<file path="config.mk">
export PLATFORM = sky130hd
export DESIGN_NAME = usb_ep_tx_stream
export DESIGN_NICKNAME = d
export VERILOG_FILES = /design/src/rtl/usb_ep_tx_stream.sv
export SDC_FILE = /design/constraint.sdc
export NUM_CORES = 1
export LEC_CHECK = 0
export ABC_CLOCK_PERIOD_IN_PS = 2800
export CAP_MARGIN = 40
export CORE_MARGIN = 2
export CORE_UTILIZATION = 55
export DETAILED_ROUTE_END_ITERATION = 10
export DONT_BUFFER_PORTS = 1
export GPL_TIMING_DRIVEN = 1
export HOLD_SLACK_MARGIN = 0.06
export PLACE_DENSITY = 0.85
export SLEW_MARGIN = 30
export SYNTH_ARGS = -nofsm -noshare
export SYNTH_HDL_FRONTEND = slang
export SYNTH_SLANG_ARGS = --single-unit
export TNS_END_PERCENT = 100
</file>
<file path="constraint.sdc">
create_clock -name clk -period 2.8 [get_ports clk]
set_input_delay 0.84 -clock clk [delete_from_list [all_inputs] [get_ports clk]]
set_output_delay 0.84 -clock clk [all_outputs]
set_load 0.01 [all_outputs]
</file>
<file path="src/rtl/usb_ep_tx_stream.sv">
// Streams payload bytes into the EP TX buffer as little-endian 16-bit words,
// then posts a READY descriptor for the target IN endpoint over the register bus.
module usb_ep_tx_stream #(
  parameter logic [3:0] ADDR_MSB = 4'h3,
  parameter logic [9:0] BUF_BASE = 10'h000,
  parameter int         MAX_LEN  = 64
) (
  input  logic        clk,
  input  logic        rst_n,
  input  logic [7:0]  s_data,
  input  logic        s_valid,
  input  logic        s_last,
  output logic        s_ready,
  input  logic        zlp_req,
  input  logic [3:0]  ep_num,
  input  logic        ep_release,
  output logic [9:0]  ep_tx_addr_0,
  output logic [15:0] ep_tx_data_0,
  output logic        ep_tx_we_0,
  output logic [15:0] bus_addr,
  output logic [15:0] bus_dout,
  output logic        bus_cyc,
  output logic        bus_we,
  input  logic        bus_ack,
  output logic        busy
);

  typedef enum logic [1:0] {
    IDLE     = 2'd0,
    FILL     = 2'd1,
    DESC     = 2'd2,
    WAIT_REL = 2'd3
  } state_e;

  localparam logic [9:0] MAX_CNT = 10'(MAX_LEN);

  state_e      state_q, state_d;
  logic [9:0]  cnt_q, cnt_d;
  logic [3:0]  ep_q, ep_d;
  logic [7:0]  lo_q, lo_d;
  logic        fin_q, fin_d;
  logic        we_q, we_d;
  logic [9:0]  addr_q, addr_d;
  logic [15:0] data_q, data_d;
  logic        rdy_en_q;

  logic        accept;
  logic        is_last;
  logic [9:0]  idx;
  logic [9:0]  nxt_cnt;

  // fin_q marks the cycle spent flushing the final word before DESC.
  assign s_ready = rdy_en_q & ((state_q == IDLE) | ((state_q == FILL) & ~fin_q));
  assign accept  = s_valid & s_ready;
  assign idx     = (state_q == IDLE) ? 10'd0 : cnt_q;
  assign nxt_cnt = idx + 10'd1;
  assign is_last = s_last | (nxt_cnt == MAX_CNT);

  always_comb begin
    // NOTE: every _d gets a default first so no path leaves a value unassigned (no latches).
    state_d = state_q;
    cnt_d   = cnt_q;
    ep_d    = ep_q;
    lo_d    = lo_q;
    fin_d   = fin_q;
    we_d    = 1'b0;
    addr_d  = addr_q;
    data_d  = data_q;

    unique case (state_q)
      IDLE: begin
        if (accept) begin
          ep_d    = ep_num;
          state_d = FILL;
        end else if (zlp_req && rdy_en_q) begin
          ep_d    = ep_num;
          cnt_d   = 10'd0;
          state_d = DESC;
        end
      end
      FILL: begin
        if (fin_q) begin
          fin_d   = 1'b0;
          state_d = DESC;
        end
      end
      DESC: begin
        if (bus_ack) state_d = WAIT_REL;
      end
      WAIT_REL: begin
        if (ep_release) state_d = IDLE;
      end
      default: state_d = IDLE;
    endcase

    // Byte packing is shared by IDLE (first byte) and FILL (later bytes).
    if (accept) begin
      cnt_d = nxt_cnt;
      if (!idx[0]) begin
        lo_d = s_data;
        if (is_last) begin
          we_d   = 1'b1;
          addr_d = BUF_BASE + (idx >> 1);
          data_d = {8'h00, s_data};
        end
      end else begin
        we_d   = 1'b1;
        addr_d = BUF_BASE + (idx >> 1);
        data_d = {s_data, lo_q};
      end
      if (is_last) fin_d = 1'b1;
    end
  end

  always_ff @(posedge clk) begin
    // NOTE: synchronous reset clears every register here; the design holds no memory arrays.
    if (!rst_n) begin
      state_q  <= IDLE;
      cnt_q    <= 10'd0;
      ep_q     <= 4'd0;
      lo_q     <= 8'd0;
      fin_q    <= 1'b0;
      we_q     <= 1'b0;
      addr_q   <= 10'd0;
      data_q   <= 16'd0;
      rdy_en_q <= 1'b0;
    end else begin
      // NOTE: non-blocking assignments so every register samples pre-edge values.
      state_q  <= state_d;
      cnt_q    <= cnt_d;
      ep_q     <= ep_d;
      lo_q     <= lo_d;
      fin_q    <= fin_d;
      we_q     <= we_d;
      addr_q   <= addr_d;
      data_q   <= data_d;
      rdy_en_q <= 1'b1;
    end
  end

  assign ep_tx_we_0   = we_q;
  assign ep_tx_addr_0 = addr_q;
  assign ep_tx_data_0 = data_q;

  // Bus fields derive from latched state only, so they cannot move while bus_cyc is high.
  assign bus_cyc  = (state_q == DESC);
  assign bus_we   = bus_cyc;
  assign bus_addr = bus_cyc ? {ADDR_MSB, 4'b1000, ep_q, 4'h4} : 16'h0000;
  assign bus_dout = bus_cyc ? {3'b001, 3'b000, cnt_q} : 16'h0000;
  assign busy     = (state_q != IDLE);

endmodule

</file>
# Word-level counts from Yosys, hierarchy flattened
# Index checks and enable logic that the tools add are counted.
dict set report word_totals {
  word_cells 61
  register_bits 53
  output_inout_bits 63
  input_bits 19
}
dict set report op_classes {
  addsub 1
  eq_ne 8
  mux 24
  bitwise 7
  reduce_logical 12
}
# operator count
set ops {}
lappend ops {{$mux W10} 6}
lappend ops {{$mux W16} 2}
lappend ops {{$mux W14} 2}
lappend ops {{$add A10 B1 Y10 const B} 1}
lappend ops {{$eq A10 B7 Y1 const B} 1}
lappend ops {{$mux W2} 5}
lappend ops {{$reduce_and A2 Y1} 5}
lappend ops {{$mux W4} 2}
lappend ops {{$pmux W2 S4} 1}
lappend ops {{$reduce_bool A2 Y1} 4}
lappend ops {{$mux W1} 6}
lappend ops {{$eq A2 B2 Y1 const B} 2}
lappend ops {{$ne A2 B2 Y1 const B} 2}
lappend ops {{$reduce_and A4 Y1} 1}
lappend ops {{$and A1 B1 Y1} 3}
lappend ops {{$ne A3 B2 Y1 const B} 1}
lappend ops {{$eq A2 B1 Y1 const B} 1}
lappend ops {{$logic_not A2 Y1} 1}
lappend ops {{$ne A2 B1 Y1 const B} 1}
lappend ops {{$not A1 Y1} 2}
lappend ops {{$or A1 B1 Y1} 2}
lappend ops {{$logic_and A1 B1 Y1} 1}

# Logic depth before layout (Yosys ltp)
dict set report depth {
  word_depth 7
  mapped_depth 16
  ltp_nobuf 12
}

# Least setup slack after synthesis
# No wires, ideal clock.
dict set report synth_timing {
  path_type {register to register}
  start {register state_q[0]}
  end {register data_q[14], in the netlist ep_tx_data_0[14]}
  setup_time_ns 0.117
  t_required_ns 2.683
  n_path_buf 4
  period_less_slack_ns 2.926
  stages_incl_launch_ff 17
  slack_ns -0.126
  t_arrival_ns 2.809
  path_cell_list {dfxtp_1 > inv_1 > ha_1 > buf_4 > buf_4 > clkinv_1 > nand2_1 > inv_1 > buf_2 > ha_1 > nand3_1 > mux2i_1 > nand3_1 > nor3_4 > a21oi_4 > buf_6 > a32o_1}
}
dict set report synth_via {
  elab_chain_cells 7
  word_cells_on_any_way 13
  classes_between {add/sub (1); eq/ne (2); mux (2); bitwise (5); reduce/logical (3)}
}
# element line
set synth_rtl {}
lappend synth_rtl {{from (decl)} 37} ;# state_e state_q, state_d;
lappend synth_rtl {{from (signal assigned)} 129} ;# state_q <= state_d;
lappend synth_rtl {{$logic_not A2 Y1} {53, 55}}
lappend synth_rtl {{$mux W10} 55} ;# assign idx = (state_q == IDLE) ? 10'd0 : cnt_q;
lappend synth_rtl {{$add A10 B1 Y10} 56} ;# assign nxt_cnt = idx + 10'd1;
lappend synth_rtl {{$eq A10 B7 Y1} 57} ;# assign is_last = s_last | (nxt_cnt == MAX_CNT);
lappend synth_rtl {{$or A1 B1 Y1} 57}
lappend synth_rtl {{$reduce_bool A2 Y1 (no source line)} --}
lappend synth_rtl {{$reduce_and A2 Y1 (no source line)} --}
lappend synth_rtl {{to (signal assigned)} 136} ;# data_q <= data_d;
lappend synth_rtl {{to (decl)} 44} ;# logic [15:0] data_q, data_d;
# Parallel ways exist; a longest one is shown, timed or not.
# A chain may end at the register's enable or synchronous reset.

# Final worst setup path
dict set report layout_timing {
  start {register state_q[0]}
  end {register data_q[10], in the netlist ep_tx_data_0[10]}
}
dict set report layout_via {
  elab_chain_cells 7
  word_cells_on_any_way 13
  classes_between {add/sub (1); eq/ne (2); mux (2); bitwise (5); reduce/logical (3)}
}
# element line
set layout_rtl {}
lappend layout_rtl {{$logic_not A2 Y1} 55}
lappend layout_rtl {{$mux W10} 55}
lappend layout_rtl {{net idx[1]} 49} ;# logic [9:0] idx;
lappend layout_rtl {{$add A10 B1 Y10} 56}
lappend layout_rtl {{$eq A10 B7 Y1} 57}
lappend layout_rtl {{$or A1 B1 Y1} 57}
lappend layout_rtl {{$reduce_bool A2 Y1 (no source line)} --}
lappend layout_rtl {{$reduce_and A2 Y1 (no source line)} --}
# The timed path passes the listed nets, and every way through them passes these cells.

==> impl_metrics.toml <==
[cells_and_area]
syn2layout_area_growth_pct = 7.014
final_area_um2 = 2902
layout-drive-gt1-share_pct = 11.31
nets = 359
fin_cells = 403
antenna_cells = 0

[synthesis]
ys_ff_latch = 52
ys_seq_area_share_pct = 38.39
netlist_instances = 332
avgSynthCellArea_um2 = 8.167
synthArstFlopShare_pct = 0
ys_warn_count = 0
synth_edf_count = 0
syn_area_um2 = 2711
ys_types = 43
synthFlopType = "dfxtp_1"

[die]
core_um2 = 4723
die_y_um = 74.21
pin_count = 82
rows = 25
die_area_um2 = 5507
start_util_pct = 57.40
die_width_um = 74.21

[sta]
final.setup.tns_ns = 0
setup_viol = 0
finalHoldViolations = 0
grt_setup_unrepaired = "false"
fin_crit_ns = 2.652
timing.fmax_mhz = 377.0
slew-limit-headroom_pct = 59.50
worst_pin_slew_ns = 0.6053
slew_violations = 0
min_period_over_period_pct = 94.72
whs_ns = 0.4621
skew_ns = 0.006442

[hold_path]
hp-class = "flop to flop"

[global_routing]
antenna_found_initial = 0
grt_pass1_wl_um = 10120
grt.overflow.total = 0
grt_pass1_vias = 2102
globalRouteTotalUtil_pct = 23.55
grt_start_max_net_pins = 46

[drt]
num_vias = 2244
wl_per_cell_um = 15.37
drt_iter0_markers = 319
routed_wl_um = 6194
drc_errors = 0
first_pass_iters = 4
ant_nets = 0
viasPerCell = 5.568

[power_and_ir_drop]
irDropWorstVdd_v = 0.0004339
powerDensity_nw_per_um2 = 637.5
p_leak_nw = 1.288
total_power_w = 0.001850

[worst_setup_path]
arrival_ns = 2.86
cp.required_ns = 3.01
startpoint_type = "flop"
critPathKind = "flop to flop"
rrSetupSlack_ns = 0.15
slowest_stage = "dfxtp_1"
worstSetupEndpointType = "flop"
crit_fanout = 9
critical-path-max-stage-delay_ns = 0.41
crit_top_cell = "nand3_1"
crit_chain = "inv_1 -> ha_2 -> nor2b_1 -> ha_4 -> nand3_1 -> mux2i_1 -> nand3_1 -> nor3_4 -> a21oi_4 -> buf_4 -> a32o_1"

[placement]
gp_congestion = 1.021
port-buffer-count = 0
place_area_um2 = 2755
placed_cells = 392
dp_hpwl_um = 4458

[clock_network]
cts-root-buf = "clkbuf_8"
ctsHoldBuffers = 0
cts_buffers = 5
cts_tree = "yes"
clk_pin_slew_ns = 0.09
clkLatencyLatePin_ns = 0.31
cts.htree.levels = 2
cts_buffer_depth = 2
clkSinkCount = 52

[flow_run]
max_cap_violations = 0

[run_status]
outcome = "finished, final reports clean"
-- where the power goes --
part / switching [W] / leakage, nW / internal, W
registers: 0.0000435 / 0.422 / 0.000791
clock network: 0.000255 / 0.0558 / 0.000270
logic: 0.000300 / 0.811 / 0.000189
total: 0.000599 / 1.29 / 0.00125
-- kinds of logic after synthesis --
logic type	Yosys count	synth area share (%)
and+or+nand+nor	150	26.72
AOI/OAI and AO/OA	53	13.15
DFF	52	38.39
buffers and inverters	46	10.15
muxes	23	8.491
adders and majority gates	5	2.307
xor gates and xnor gates	2	0.6462
other	1	0.1383
-- through the flow --
stage                     setup WS, ns  util (%)
after floorplan                0.03371         -
after global routing           0.03780     61.43
after global placement         0.02616     58.01
final                           0.1477     61.43
after CTS                      0.08233     61.27
after detailed placement       0.01984     58.33
-- layout by cell type (no fill, tap or decap), types with 2 or more instances in the layout --
master and n:
a22oi_1 2, nand4_1 3, dfxtp_1 52, xor2_1 2, a31oi_1 3, nand2b_1 2
a32o_1 8, conb_1 14, o211ai_1 2, nand2_1 77, or3_1 2, a21oi_1 21
ha_1 3, a21boi_0 2, inv_1 6, and3_1 2, mux2i_1 23, nand3_1 7
nor2_1 23, buf_4 18, and2_1 14, clkbuf_8 5, nor2b_1 6, o21ai_0 7
nor3_1 4, o21a_1 4
-- path summary, 6_finish.rpt --
kind | cells after the start | endpoint | start
min reg2reg | 2 | lo_q[5] | lo_q[5]
min | 2 | lo_q[5] | lo_q[5]
max | 11 | ep_tx_data_0[10] | state_q[0]
max reg2reg | 11 | ep_tx_data_0[10] | state_q[0]
-- cell usage after synthesis, types with 4 or more instances --
master,number,area (µm²)
nand2_1,77,289.0
nand3_1,7,35.03
nor2b_1,6,37.54
and2_1,14,87.58
a21oi_1,21,105.1
buf_4,23,172.7
clkbuf_1,12,45.04
o21ai_0,7,35.03
mux2i_1,23,230.2
inv_1,6,22.52
a32o_1,8,80.08
ha_1,5,62.56
nor2_1,23,86.33
dfxtp_1,52,1041
o21a_1,4,30.03
nor3_1,4,20.02
-- flip-flops by register name, indices dropped and copies added, names as in the netlist --
name,flops
ep_tx_data_0,16
cnt_q,10
ep_tx_addr_0,9
lo_q,8
ep_q,4
state_q,2
ep_tx_we_0,1
fin_q,1
rdy_en_q,1
-- layer usage --
layer	share of wire, %	vias to the layer above	global-route usage [%]
met4	1.9	0	8.135
met1	41	1037	30.60
met3	8.7	10	6.640
met5	0	-	0
met2	48	104	37.80
li1	-	1093	-
-- critical path: cells and delay by family (launching register included) --
family	cells	cell delay [ns]
buf+inv	2	0.27
simple gates	4	0.75
fa+ha+maj	2	0.47
compound gates	2	0.38
mux	1	0.25
flops	1	0.41
-- what timing repair did --
action	4_1_cts	5_1_grt
pin swaps	1	0
buffers inserted	2	0
endpoints found under the setup margin	11	8
resized for setup	0	1
-- layout make-up --
class,instances,area (µm²)
clock inverters,2,38.79
repair buffers,21,175.2
flip-flops and latches,52,1041
clock buffers,6,72.57
multi-input cells,247,1459
fillers,410,1822
inverters,8,31.28
well taps,67,83.83
Power figures use the tool's default switching activity.
